<file path="src/rtl/step_seq_ctrl_pkg.sv">
// Shared types and constants for the step sequencer controller.
// Holds the FSM encoding, the segment width and the default FIFO depth.
package step_seq_ctrl_pkg;

    localparam int SEG_W     = 64;
    localparam int DEPTH_DEF = 4;

    typedef enum logic [1:0] {
        ST_IDLE      = 2'd0,
        ST_RUN       = 2'd1,
        ST_WAIT_DATA = 2'd2,
        ST_ABORTED   = 2'd3
    } state_e;

    // A segment is stored as {dt, steps}.
    function automatic logic [SEG_W-1:0] seg_pack(
        input logic [31:0] dt,
        input logic [31:0] steps
    );
        return {dt, steps};
    endfunction

endpackage

</file>
<file path="src/rtl/seg_fifo.sv">
// Synchronous segment FIFO with registered full/empty flags.
// Ports: clk, reset, flush_i, push_i/wdata_i, pop_i/rdata_o, full_o, empty_o.
module seg_fifo
    import step_seq_ctrl_pkg::*;
#(
    parameter int DEPTH = DEPTH_DEF
) (
    input  logic             clk,
    input  logic             reset,
    input  logic             flush_i,
    input  logic             push_i,
    input  logic [SEG_W-1:0] wdata_i,
    input  logic             pop_i,
    output logic [SEG_W-1:0] rdata_o,
    output logic             full_o,
    output logic             empty_o
);

    localparam int AW = (DEPTH > 1) ? $clog2(DEPTH) : 1;
    localparam logic [AW:0] FULL_CNT = (AW+1)'(DEPTH);

    logic [SEG_W-1:0] mem_q [DEPTH];
    logic [AW-1:0]    wr_ptr_q, wr_ptr_d;
    logic [AW-1:0]    rd_ptr_q, rd_ptr_d;
    logic [AW:0]      cnt_q, cnt_d;
    logic             full_q, full_d;
    logic             empty_q, empty_d;
    logic             do_push, do_pop;

    assign do_push = push_i && !full_q && !flush_i;
    assign do_pop  = pop_i && !empty_q && !flush_i;

    always_comb begin
        wr_ptr_d = wr_ptr_q;
        rd_ptr_d = rd_ptr_q;
        cnt_d    = cnt_q;
        if (flush_i) begin
            wr_ptr_d = '0;
            rd_ptr_d = '0;
            cnt_d    = '0;
        end else begin
            if (do_push) wr_ptr_d = wr_ptr_q + 1'b1;
            if (do_pop)  rd_ptr_d = rd_ptr_q + 1'b1;
            unique case ({do_push, do_pop})
                2'b10:   cnt_d = cnt_q + 1'b1;
                2'b01:   cnt_d = cnt_q - 1'b1;
                default: cnt_d = cnt_q;
            endcase
        end
        full_d  = (cnt_d == FULL_CNT);
        empty_d = (cnt_d == '0);
    end

    always_ff @(posedge clk) begin
        if (reset) begin
            wr_ptr_q <= '0;
            rd_ptr_q <= '0;
            cnt_q    <= '0;
            full_q   <= 1'b0;
            empty_q  <= 1'b1;
        end else begin
            wr_ptr_q <= wr_ptr_d;
            rd_ptr_q <= rd_ptr_d;
            cnt_q    <= cnt_d;
            full_q   <= full_d;
            empty_q  <= empty_d;
        end
    end

    // Storage needs no reset: entries are only read behind the pointers.
    always_ff @(posedge clk) begin
        if (do_push) mem_q[wr_ptr_q] <= wdata_i;
    end

    assign rdata_o = mem_q[rd_ptr_q];
    assign full_o  = full_q;
    assign empty_o = empty_q;

endmodule

</file>
<file path="src/rtl/step_seq_ctrl.sv">
// Step sequencer controller: queues {dt, steps} segments and feeds them
// to a step generator one at a time, tracking completions and underruns.
// Ports: segment push (seg_*), start/flush, generator buses and strobes
// (gen_*), generator status inputs, and status outputs busy, underrun,
// segs_done, total_steps.
module step_seq_ctrl
    import step_seq_ctrl_pkg::*;
#(
    parameter int DEPTH = DEPTH_DEF
) (
    input  logic        clk,
    input  logic        reset,
    input  logic [31:0] seg_dt,
    input  logic [31:0] seg_steps,
    input  logic        seg_valid,
    output logic        seg_ready,
    input  logic        start,
    input  logic        flush,
    input  logic [31:0] abort_dt,
    output logic [31:0] gen_dt_val,
    output logic [31:0] gen_steps_val,
    output logic        gen_load,
    output logic        gen_set_dt_limit,
    output logic        gen_set_steps_limit,
    output logic        gen_reset_dt,
    output logic        gen_reset_steps,
    input  logic        gen_step_stb,
    input  logic        gen_done,
    input  logic        gen_abort,
    output logic        busy,
    output logic        underrun,
    output logic [15:0] segs_done,
    output logic [31:0] total_steps
);

    state_e           state_q, state_d;
    logic             load_q, load_d;
    logic             rdt_q, rdt_d;
    logic [31:0]      dt_q, dt_d;
    logic [31:0]      steps_q, steps_d;
    logic             underrun_q, underrun_d;
    logic [15:0]      segs_q, segs_d;
    logic [31:0]      total_q, total_d;

    logic             pop;
    logic             fifo_flush;
    logic             fifo_full;
    logic             fifo_empty;
    logic [SEG_W-1:0] fifo_rdata;

    seg_fifo #(
        .DEPTH (DEPTH)
    ) u_fifo (
        .clk     (clk),
        .reset   (reset),
        .flush_i (fifo_flush),
        .push_i  (seg_valid),
        .wdata_i (seg_pack(seg_dt, seg_steps)),
        .pop_i   (pop),
        .rdata_o (fifo_rdata),
        .full_o  (fifo_full),
        .empty_o (fifo_empty)
    );

    always_comb begin
        state_d    = state_q;
        pop        = 1'b0;
        fifo_flush = 1'b0;
        load_d     = 1'b0;
        rdt_d      = 1'b0;
        underrun_d = underrun_q;
        segs_d     = segs_q;
        total_d    = total_q + {31'd0, gen_step_stb};

        if (flush) begin
            fifo_flush = 1'b1;
            state_d    = ST_IDLE;
        end else begin
            unique case (state_q)
                ST_IDLE: begin
                    if (start && !fifo_empty) begin
                        pop        = 1'b1;
                        load_d     = 1'b1;
                        rdt_d      = 1'b1;
                        underrun_d = 1'b0;
                        state_d    = ST_RUN;
                    end
                end
                ST_RUN: begin
                    if (gen_done) begin
                        segs_d = segs_q + 16'd1;
                        if (!fifo_empty) begin
                            pop    = 1'b1;
                            load_d = 1'b1;
                        end else begin
                            state_d = ST_WAIT_DATA;
                        end
                    end
                end
                ST_WAIT_DATA: begin
                    // Abort outranks a segment arriving in the same cycle.
                    if (gen_abort) begin
                        underrun_d = 1'b1;
                        state_d    = ST_ABORTED;
                    end else if (!fifo_empty) begin
                        pop     = 1'b1;
                        load_d  = 1'b1;
                        state_d = ST_RUN;
                    end
                end
                ST_ABORTED: begin
                    state_d = ST_ABORTED;
                end
                default: begin
                    state_d = ST_IDLE;
                end
            endcase
        end

        dt_d    = pop ? fifo_rdata[63:32] : dt_q;
        steps_d = pop ? fifo_rdata[31:0]  : steps_q;
    end

    always_ff @(posedge clk) begin
        if (reset) begin
            state_q    <= ST_IDLE;
            load_q     <= 1'b0;
            rdt_q      <= 1'b0;
            dt_q       <= '0;
            steps_q    <= '0;
            underrun_q <= 1'b0;
            segs_q     <= '0;
            total_q    <= '0;
        end else begin
            state_q    <= state_d;
            load_q     <= load_d;
            rdt_q      <= rdt_d;
            dt_q       <= dt_d;
            steps_q    <= steps_d;
            underrun_q <= underrun_d;
            segs_q     <= segs_d;
            total_q    <= total_d;
        end
    end

    assign seg_ready           = !fifo_full;
    assign gen_load            = load_q;
    assign gen_set_dt_limit    = load_q;
    assign gen_set_steps_limit = load_q;
    assign gen_reset_steps     = load_q;
    assign gen_reset_dt        = rdt_q;
    assign gen_dt_val          = (state_q == ST_ABORTED) ? abort_dt : dt_q;
    assign gen_steps_val       = steps_q;
    assign busy                = (state_q != ST_IDLE);
    assign underrun            = underrun_q;
    assign segs_done           = segs_q;
    assign total_steps         = total_q;

endmodule

</file>
<file path="config.mk">
export PLATFORM = sky130hd
export DESIGN_NAME = step_seq_ctrl
export DESIGN_NICKNAME = d
export VERILOG_FILES = /design/src/rtl/step_seq_ctrl_pkg.sv /design/src/rtl/seg_fifo.sv /design/src/rtl/step_seq_ctrl.sv
export SDC_FILE = /design/constraint.sdc
export NUM_CORES = 1
export LEC_CHECK = 0
export ABC_AREA = 1
export ABC_CLOCK_PERIOD_IN_PS = 7500
export CAP_MARGIN = 20
export CORE_MARGIN = 4
export CORE_UTILIZATION = 59
export DETAILED_ROUTE_END_ITERATION = 10
export PLACE_DENSITY = 0.95
export SLEW_MARGIN = 20
export SYNTH_ARGS = -nofsm -noshare
export SYNTH_HDL_FRONTEND = slang
export SYNTH_SLANG_ARGS = --single-unit
</file>
<file path="constraint.sdc">
create_clock -name clk -period 7.5 [get_ports clk]
set_input_delay 2.25 -clock clk [delete_from_list [all_inputs] [get_ports clk]]
set_output_delay 2.25 -clock clk [all_outputs]
set_load 0.01 [all_outputs]
</file>
# --- Yosys cells after proc, flatten, opt, wreduce, memory -nomap -nowiden ---
# Memories as Yosys holds them, arrays and structs flattened. A register that Yosys moved wholly into a read port is not among the register bits.
# Index checks and enable logic that the tools add are counted.
totals:
  reg_bits: 62
  ram_bits: 256
  in_bits: 104
  output_inout_bits: 120
  memories: 1
memory_table:
  columns: ["name", "words", "width", "read_ports", "rd_ports_with_merged_regs", "write_ports", "line_no", "rtl"]
  rows:
  - ["u_fifo.mem_q", 4, 64, 1, 1, 1, "seg_fifo.sv:22", "logic [SEG_W-1:0] mem_q [DEPTH];"]
op_classes:
  addsub: 6
  n_eq_ne: 11
  n_mux: 21
  bitwise: 2
  reduce_logical: 18
ops:
  columns: ["op", "count"]
  rows:
  - ["adder 32 x 1 -> 32 bit", 1]
  - ["two-way mux 32 bit", 1]
  - ["adder 16 x 1 -> 16 bit, second input constant", 1]
  - ["two-way mux 1 bit", 10]
  - ["two-way mux 2 bit", 5]
  - ["one-hot mux 2 bit (4 select lines)", 1]
  - ["AND reduction 4 bit", 2]
  - ["== test 2 bit, second input constant", 3]
  - ["inequality test 2 bit, second input constant", 3]
  - ["one-hot mux 3 bit (2 select lines)", 1]
  - ["logical AND 1 bit", 5]
  - ["adder 2 x 1 -> 2 bit, second input constant", 2]
  - ["== test 2 x 1 -> 1 bit, second input constant", 2]
  - ["nonzero test 2 bit", 2]
  - ["OR reduction 2 bit", 2]
  - ["adder 3 x 1 -> 3 bit, second input constant", 1]
  - ["== test 3 bit, second input constant", 1]
  - ["logical NOT 1 bit", 3]
  - ["logical NOT 3 bit", 1]
  - ["two-way mux 3 bit", 1]
  - ["inequality test 3 bit, second input constant", 1]
  - ["one-hot mux 1 bit (3 select lines)", 1]
  - ["AND reduction 3 bit", 1]
  - ["OR reduction 3 bit", 1]
  - ["other kinds (5)", 6]

# --- Logic depth before layout (Yosys ltp) ---
depth:
  depth_word: 11
  mapped_depth: 16
  ltp_nobuf: 15

# --- Modules after synthesis ---
# From an unflattened synthesis, not the netlist that was laid out.
unflattened:
  hier_cells: 1599
  area_unflattened_um2: 16010.4
by_module_without_submodules:
  columns: ["mod", "instances", "cells_per_inst", "area_per_inst_um2", "seq_area_each_um2"]
  rows:
  - ["seg_fifo", 1, 695, 10044.6, 7907.6]
  - ["step_seq_ctrl", 1, 904, 5965.7, 2342.2]

# --- Worst setup path before layout ---
# No wires, ideal clock.
synth_timing:
  kind: "in2reg"
  startpoint: "input port flush"
  endpoint: "memory u_fifo.mem_q[0][0], enable pin"
  setup_ps: 487
  arrival_time_ps: 5198
  path_slack_ps: 1815
  path_stages: 3
  n_path_buf: 0
  path_cell_list: "inv_2 > nand3_1 > nor2_1"
synth_between:
  elab_chain_len: 5
synth_rtl:
  columns: ["element", "line_no", "rtl"]
  rows:
  - ["start: declaration", "step_seq_ctrl.sv:18", "input logic flush,"]
  - ["two-way mux 1 bit", "step_seq_ctrl.sv:75", "if (flush) begin"]
  - ["logical NOT 1 bit", "seg_fifo.sv:30", "assign do_push = push_i && !full_q && !flush_i;"]
  - ["logical AND 1 bit", "seg_fifo.sv:30", null]
  - ["two-way mux 1 bit", "seg_fifo.sv:72", "if (do_push) mem_q[wr_ptr_q] <= wdata_i;"]
  - ["two-way mux 1 bit (implied by the code)", "seg_fifo.sv:72", null]
  - ["end: declaration", "seg_fifo.sv:22", null]
# Every way passes these cells.

# --- Worst setup path in the final report ---
layout_timing:
  startpoint: "input port abort_dt[18]"
  endpoint: "output port gen_dt_val[18]"
layout_between:
  elab_chain_len: 1
layout_rtl:
  columns: ["element", "line_no", "rtl"]
  rows:
  - ["start: declaration", "step_seq_ctrl.sv:19", "input logic [31:0] abort_dt,"]
  - ["two-way mux 32 bit", "step_seq_ctrl.sv:152", "assign gen_dt_val = (state_q == ST_ABORTED) ? abort_dt : dt_q;"]
  - ["end: declaration", "step_seq_ctrl.sv:20", "output logic [31:0] gen_dt_val,"]
# Every way passes these cells.

==> results.md <==
- Mapped Nets: 1,598
- Top cell by count, worst path: clkdlybuf4s50_1
- IO Port Bufs: roughly 220
- Core ar.: ~0.025 mm^2
- Critical path start-end classification: in2out
- CP delay by family, top: buffers and inverters
- Post-CTS Resized: 0
- CTS Buffer Depth: 3
- Synthesized area per cell: 10.4 um^2
- First-pass GRT wire length: 61,900 um
- Leakage power total: 6.47 nW
- Crit path arrival time: 3.50 ns
- PD cells: 229 mW/mm^2
- Fillers: 1,569
- CP bufs+invs: 2
- TritonCTS clock tree: done
- Clk_lat worst skew: 0.53 ns
- Area delta synth->final: 23.2%
- GRT overflow: 0
- Routed len/inst: 19.7 um
- Die X: roughly 170 um
- Yosys reg bits: about 380
- Hold Path End: dt_q[22]
- # DRC: 0
- Initial DRC count: 1,519
- Cell taking the most area after synthesis: edfxtp_1
- Final instance area: 0.0190 mm^2
- Hold_ws: 0.484 ns
- Critical-path top delay cell: clkdlybuf4s50_1
- Synth unique cells: 32
- Critical Path RT: approximately 5.3 ns
- Crit-path max FO: 1
- Status: completed
- WL final: 40,300 um
- Final Skew: 0.0207 ns
- Setup bufs post-CTS: 0
- Placed cell areas: between 0.015 and 0.02 mm^2
- Nets: around 1,800
- Final period util: 76.7%
- Initial Util: 60.6%
- CP Cell Sequence: clkdlybuf4s50_1 > mux2_2 > clkdlybuf4s50_1
- Crit-path max cell delay: between 0.4 and 0.5 ns
- CP Capture Type: output pin
- Cts hold-fix bufs: 0
- Initial antenna violation count: 3
- TritonCTS Buffers: 38
- Post-synth top cells: 427 x nor2_1, 256 x edfxtp_1, 221 x o21ai_0
- Die area: about 0.029 mm^2
- Sequential-to-total area share from yosys stat: about two thirds
- Final max-slew violation count: 0
- Vias in the first global route: 11,733
- Via count: 11,867
- Dpl hpwl: 24,000 um
- Die height: 170 um
- Clk slew on worst S/H paths: ~0.06 ns
- Setup tns final: 0 ns
- Hold Crit Start: dt_q[22]
- Mapped Area: 0.0154 mm^2
- Fin util: 74.6%
- Setup Viol. Count Final: 0
- Total GRT Usage: 27.2%
- Least-Margin Pin Slew: 1.07 ns
- FFs w/ async S/R, synth: 0%
- Highest ir drop seen on vdd: 0.248 mV
- RePlAce Congestion: 0.874
- Ys Warns: 0
- EDFF count, synth: 256
- DRT antenna net count: 0
- CP startpoint kind: input pin
- R2R Path End: gen_steps_val[20]
- Vias per cell: 5.80
- Clock H-tree levels: 2
- Most common cell in the netlist: nor2_1
- Hold Crit Class: reg2reg
- RSZ-0062 raised after global routing: no
- Reg2Reg Setup Slack: 4.60 ns
- Dominant synthesized flop cell: edfxtp_1
- Std cell rows: 58
- Slew HR: 28.2%
- Post-synth top area share: 49.9%
- Hold Crit Depth: 2
- Endpoints failing hold: 0
- Max Fclk: 174 MHz
- Clock Root Buffer: clkbuf_16
- Top post-synthesis cells by area: edfxtp_1 50%, dfxtp_1 16%, nor2_1 10%
- DRT Pass-1 Iters: 6
- Largest net degree at the start of global routing: slightly below 100
- Synthesized instance count: around 1,500
- R2R depth: 6
- IO Count: 224
- Clock Sink Count: 382
- RR Startpoint: u_fifo.rd_ptr_q[0]
- Layout cells sized above 1: 6.76%
- Max Cap Violations: 0
- Tmin final: 5.75 ns
-- layout make-up --
class | instances | area [um^2] | area share, %
well taps | 330 | 413 | 2.18
clock buffers | 56 | 1070 | 5.64
diodes | 1 | 2.50 | 0.0132
inverters | 58 | 219 | 1.16
clock inverters | 13 | 116 | 0.614
flip-flops and latches | 382 | 10200 | 53.9
repair buffers | 236 | 2340 | 12.4
multi-input cells | 970 | 4580 | 24.1
-- cells in the final DEF (no fill, tap or decap), drive strengths merged, types with 3 or more instances in the layout --
| master | n |
|---|---|
| nand2 | 123 |
| o21a | 3 |
| xnor2 | 5 |
| dfxtp | 126 |
| clkdlybuf4s50 | 223 |
| clkinv | 10 |
| clkbuf | 56 |
| clkinvlp | 3 |
| ha | 8 |
| inv | 57 |
| nor3 | 11 |
| xor2 | 6 |
| nand3 | 27 |
| nand4 | 5 |
| o21ai | 272 |
| mux2 | 32 |
| edfxtp | 256 |
| buf | 13 |
| a21oi | 37 |
| nand3b | 6 |
| nor2 | 429 |
-- state kept, by name (all words and copies together), names as in the netlist, 2 cells and up --
name / flops
gen_steps_val: 32
dt_q: 32
u_fifo.cnt_q: 3
state_q: 2
u_fifo.wr_ptr_q: 2
u_fifo.mem_q: 256
segs_done: 16
total_steps: 32
u_fifo.rd_ptr_q: 2
-- per-stage QoR --
stage | setup WS [ns] | instances | power, mW
2_1_floorplan | 1.82 | 1485 | 2.44
3_3_place_gp | 1.74 | 1975 | 2.55
3_5_place_dp | 1.76 | 1975 | 2.57
4_1_cts | 1.75 | 2044 | 4.36
5_1_grt | 1.72 | 2046 | 4.47
6_report | 1.75 | 2046 | 4.35
-- cell families after synthesis --
kind of cell	synth area share (%)
buffers and inverters	4.14
and+or+nand+nor	15.5
muxes	2.34
AOI/OAI and AO/OA	10.3
xor gates and xnor gates	0.626
adders and majority gates	0.780
DFF	66.3
-- worst reg2reg max path, stage by stage (launching register included) --
cell and delay (ns):
dfxtp_4 0.68, clkinv_2 0.54, buf_4 0.58, o21ai_0 0.37, o21ai_1 0.10, o21ai_0 0.43
nor2_1 0.09
-- how the worst max path moves through the flow --
stage,start,endpoint,slack (ns),cells after the start
after floorplan,flush,u_fifo.mem_q[0][0],1.82,3
after global placement,abort_dt[18],gen_dt_val[18],1.74,3
after detailed placement,abort_dt[18],gen_dt_val[18],1.76,3
after CTS,abort_dt[18],gen_dt_val[18],1.75,3
after global routing,abort_dt[18],gen_dt_val[18],1.72,3
final,abort_dt[18],gen_dt_val[18],1.75,3
-- metal layers --
layer / wire length (um) / vias to the layer above / track usage [%]
met1: 15100 / 5591 / 34.0
met4: 1590 / 4 / 10.6
met3: 3790 / 131 / 6.80
met5: 27 / - / 0
met2: 19700 / 682 / 46.0
li1: - / 5459 / -
-- power breakdown --
group | switching [mW] | internal (mW)
registers | 0.0182 | 2.28
clock network | 0.786 | 1.03
logic | 0.122 | 0.105
total | 0.926 | 3.42
Note: power is estimated with default switching activity, not from simulation.
==> RTL change 1 (same settings) <==
The package constant `DEPTH_DEF` goes from 4 to 2.
--- a/src/rtl/step_seq_ctrl_pkg.sv
+++ b/src/rtl/step_seq_ctrl_pkg.sv
@@ -5,3 +5,3 @@
     localparam int SEG_W     = 64;
-    localparam int DEPTH_DEF = 4;
+    localparam int DEPTH_DEF = 2;
 
Behaviour: not the same (Yosys sat finds a counterexample within 4 cycles, from zero or initial values and one cycle with reset high).
==> RTL change 1 against the unedited design <==
- worst hold slack worse by 0.023 ns
- count of clock-buffer cells in the layout shrank 29
- final area fell by 29%
- wire length fell by 32%
- die area decreased by 31%
- final cell count shrank 27%
- non-clock buffer count shrank 4
- setup slack improved by 0.079 ns
- synthesized cell count fell by 30%
- total power fell by 33%
- via count decreased by 29%
- sequential cell count shrank 131
- critical endpoint is now gen_dt_val[12]
- synthesized area shrank 33%
==> RTL change 1: results <==
[detailed_routing]
dr_total_vias = 8386
routed_wl_per_cell_um = 18.21

[power]
p_leak_nw = 4.752
ir_drop_mv = 0.1829

[synthesis]
synth_top_cells_by_area = "sky130_fd_sc_hd__edfxtp_1, sky130_fd_sc_hd__dfxtp_1, sky130_fd_sc_hd__nor2_1"
synth.net_count = 1152
synthesized_area_fraction_occupied_by_xor_and_xnor_cells = 0.003377
synth.area.mux_share = 0.09649
netlist_top_cells_count = "sky130_fd_sc_hd__nor2_1, sky130_fd_sc_hd__nand2_1, sky130_fd_sc_hd__edfxtp_1, sky130_fd_sc_hd__dfxtp_1, sky130_fd_sc_hd__nand3_1"
synth-edff-count = 128
synth_compound_gate_area_share = 0.03220

[place]
dp.final_hpwl_mm = 17.93
placedInstanceArea_sq_um = 12700
globalplace.congestion = 0.9439

[cells_and_area]
largest_register_ff_count = 128
layout.area.seq_sq_um = 6310
share_of_post_route_cells_with_drive_strength_above_1 = 0.07535
filler_cell_count = 1014

[run_status]
result_of_the_run = "finished clean"

[grt]
grt_use_total = 0.2645
grt.met1_usage = 0.3128

[critical_path]
worst_ep_arrival_time_ns = 3.42
r2r-start = "u_fifo.rd_ptr_q$_SDFFE_PP0P_"
crit_start = "abort_dt[12]"

[timing]
max_clock_skew_ns = 0.01923
max-slew-margin-rel = 0.4032

[worst_hold_path]
worst_hold_startpoint = "underrun$_SDFFE_PP0P_"
RTL change 1: changes by cell type after synthesis, moves of 6 or more:
| cell | before | now |
|---|---|---|
| sky130_fd_sc_hd__nand2_1 | 120 | 189 |
| sky130_fd_sc_hd__nand3_1 | 26 | 79 |
| sky130_fd_sc_hd__mux2i_1 | 0 | 64 |
| sky130_fd_sc_hd__clkbuf_1 | 28 | 3 |
| sky130_fd_sc_hd__buf_1 | 5 | 15 |
| sky130_fd_sc_hd__o21ai_1 | 51 | 0 |
| sky130_fd_sc_hd__buf_2 | 21 | 14 |
| sky130_fd_sc_hd__nor3_1 | 11 | 4 |
| sky130_fd_sc_hd__nor2_1 | 427 | 228 |
| sky130_fd_sc_hd__o21ai_0 | 221 | 13 |
| sky130_fd_sc_hd__inv_1 | 54 | 47 |
| sky130_fd_sc_hd__edfxtp_1 | 256 | 128 |
| sky130_fd_sc_hd__nand3b_1 | 6 | 12 |
RTL change 1: worst paths after layout:
path | endpoint | slack [ns] | cells past startpoint
hold reg to reg | underrun$_SDFFE_PP0P_ | 0.46 | 2
setup reg to reg | gen_steps_val[8]$_SDFFE_PP0N_ | 5.41 | 5
setup / recovery | gen_dt_val[12] | 1.83 | 3
hold / removal | underrun$_SDFFE_PP0P_ | 0.46 | 2
RTL change 1: metrics by stage:
stage	std cells	total power, W
after floorplan	1044	0.001587
after global placement	1453	0.001675
after detailed placement	1453	0.001686
after CTS	1499	0.002939
after global routing	1501	0.003017
final	1501	0.002925
RTL change 1: cell type report:
cell class	instances	area share
sequential	251	0.4660
multi-input combinational	693	0.2667
timing repair buffer	232	0.1698
clock buffer	27	0.04676
tap	225	0.02079
clock inverter	19	0.01515
inverter	52	0.01442
antenna	2	0.0003696
==> RTL change 2 (same flow settings) <==
Without the edit above. `dt_q` no longer has a reset.
--- a/src/rtl/step_seq_ctrl.sv
+++ b/src/rtl/step_seq_ctrl.sv
@@ -128,3 +128,2 @@
             rdt_q      <= 1'b0;
-            dt_q       <= '0;
             steps_q    <= '0;
@@ -137,3 +136,2 @@
             rdt_q      <= rdt_d;
-            dt_q       <= dt_d;
             steps_q    <= steps_d;
@@ -143,2 +141,6 @@
         end
+    end
+
+    always_ff @(posedge clk) begin
+        dt_q <= dt_d;
     end
Behaviour: differs if reset is asserted again (counterexample within 4 cycles, from zero or initial values and one cycle with reset high); with reset held inactive, the same outputs for 4 cycles.
==> RTL change 2 against the unedited design <==
- wire length decreased by 3.7%
- count of clock-buffer cells in the layout shrank 6
- largest power group unchanged
- die area decreased by 1.3%
- final area shrank 0.67%
- critical endpoint is now gen_dt_val[16]
- synthesized area down 1.4%
- critical path depth stayed put
- setup slack worse by 0.048 ns
- total power decreased by 1.3%
- clock power fell by 3%
- sequential cell count grew 2
==> RTL change 2: results <==
[detailed_routing]
avgViaCountPerCell = 5.903
detail_route.wirelength.met1_mm = 14.63
wl_met2_mm = 19.41
routed-wl-met3_mm = 3.518
route.final.wire_length_mm = 38.76
drt_iter0_drc = 1164

[synthesis]
synthesized_area_fraction_occupied_by_xor_and_xnor_cells = 0.004616
syn_area_per_cell_sq_um = 11.51
synth_compound_gate_area_share = 0.09900
synth_seq_area_share = 0.6964
synth_top_area_share = 0.5698
synth.area.mux_share = 0.02374
netlist_top_cells_count = "sky130_fd_sc_hd__nor2_1, sky130_fd_sc_hd__edfxtp_1, sky130_fd_sc_hd__o21ai_0, sky130_fd_sc_hd__nand2_1, sky130_fd_sc_hd__dfxtp_1"
synth-edff-count = 288
synth.lib_cells_used.distinct = 41

[grt]
grt_first_pass_wirelength_mm = 59.37
grt.met1_usage = 0.3326
grt_max_degree = 77
grt_use_total = 0.2650
antenna_found_initial = 6
grtUsageMet3 = 0.05987
number_of_global_route_vias_before_repair = 11138
globalRouteMet2Util = 0.4511

[cells_and_area]
layout.buffer.nonclock.area_share = 0.1252
layout.non_clock_buffers = 237
nNonClkInverters = 54
multi_input_combinational_cell_area_sq_um = 4116
seq_share = 0.5616
total_inserted_antenna_cells = 4
filler_cell_count = 1541
layout_overhead_on_the_synthesized_area_pct = 24.05
seq_cell_count = 384
layout.clock_buffers = 50

[place]
dpl.cell_count = 1822
placedInstanceArea_sq_um = 17650
dp_worst_slack_ns = 1.802
dp.final_hpwl_mm = 23.10
globalplace.congestion = 0.9036

[critical_path]
timing.reg2reg.setup_slack_ns = 4.41
rr_worst_depth = 13
crit_start = "abort_dt[16]"
r2r_end = "u_fifo.empty_o$_SDFF_PP1_"
slowest_delay_ns = 0.55

[worst_hold_path]
min_delay_worst_endpoint = "gen_steps_val[16]$_SDFFE_PP0N_"
worst_hold_startpoint = "gen_steps_val[16]$_SDFFE_PP0N_"

[run_status]
result_of_the_run = "finished clean"

[timing]
fin_ws_ns = 1.702
hold_slack_ns = 0.4814
max_clock_skew_ns = 0.02505

[die]
core_area_sq_um = 25250
[RTL change 2: cell types whose count changed after synthesis, sizes merged, moves of 7 or more]
| cell | unedited run | this run |
|---|---|---|
| buf | 45 | 26 |
| dfxtp | 126 | 96 |
| o21ai | 272 | 179 |
| nand3 | 27 | 17 |
| edfxtp | 256 | 288 |
| nor2 | 429 | 306 |
| nand2 | 123 | 133 |
| clkbuf | 30 | 37 |
| o22ai | 0 | 64 |
[RTL change 2: worst min-delay path, stage by stage (launching register included)]
cell,delay (ns)
sky130_fd_sc_hd__dfxtp_1,0.32
sky130_fd_sc_hd__nor2_1,0.04
sky130_fd_sc_hd__nor2_1,0.08
[RTL change 2: power by group]
| part | internal (W) | total [W] | switching (W) |
|---|---|---|---|
| clock | 0.000994 | 0.00177 | 0.000772 |
| sequential | 0.00232 | 0.00233 | 0.0000153 |
| combinational | 0.0000918 | 0.000190 | 0.0000984 |
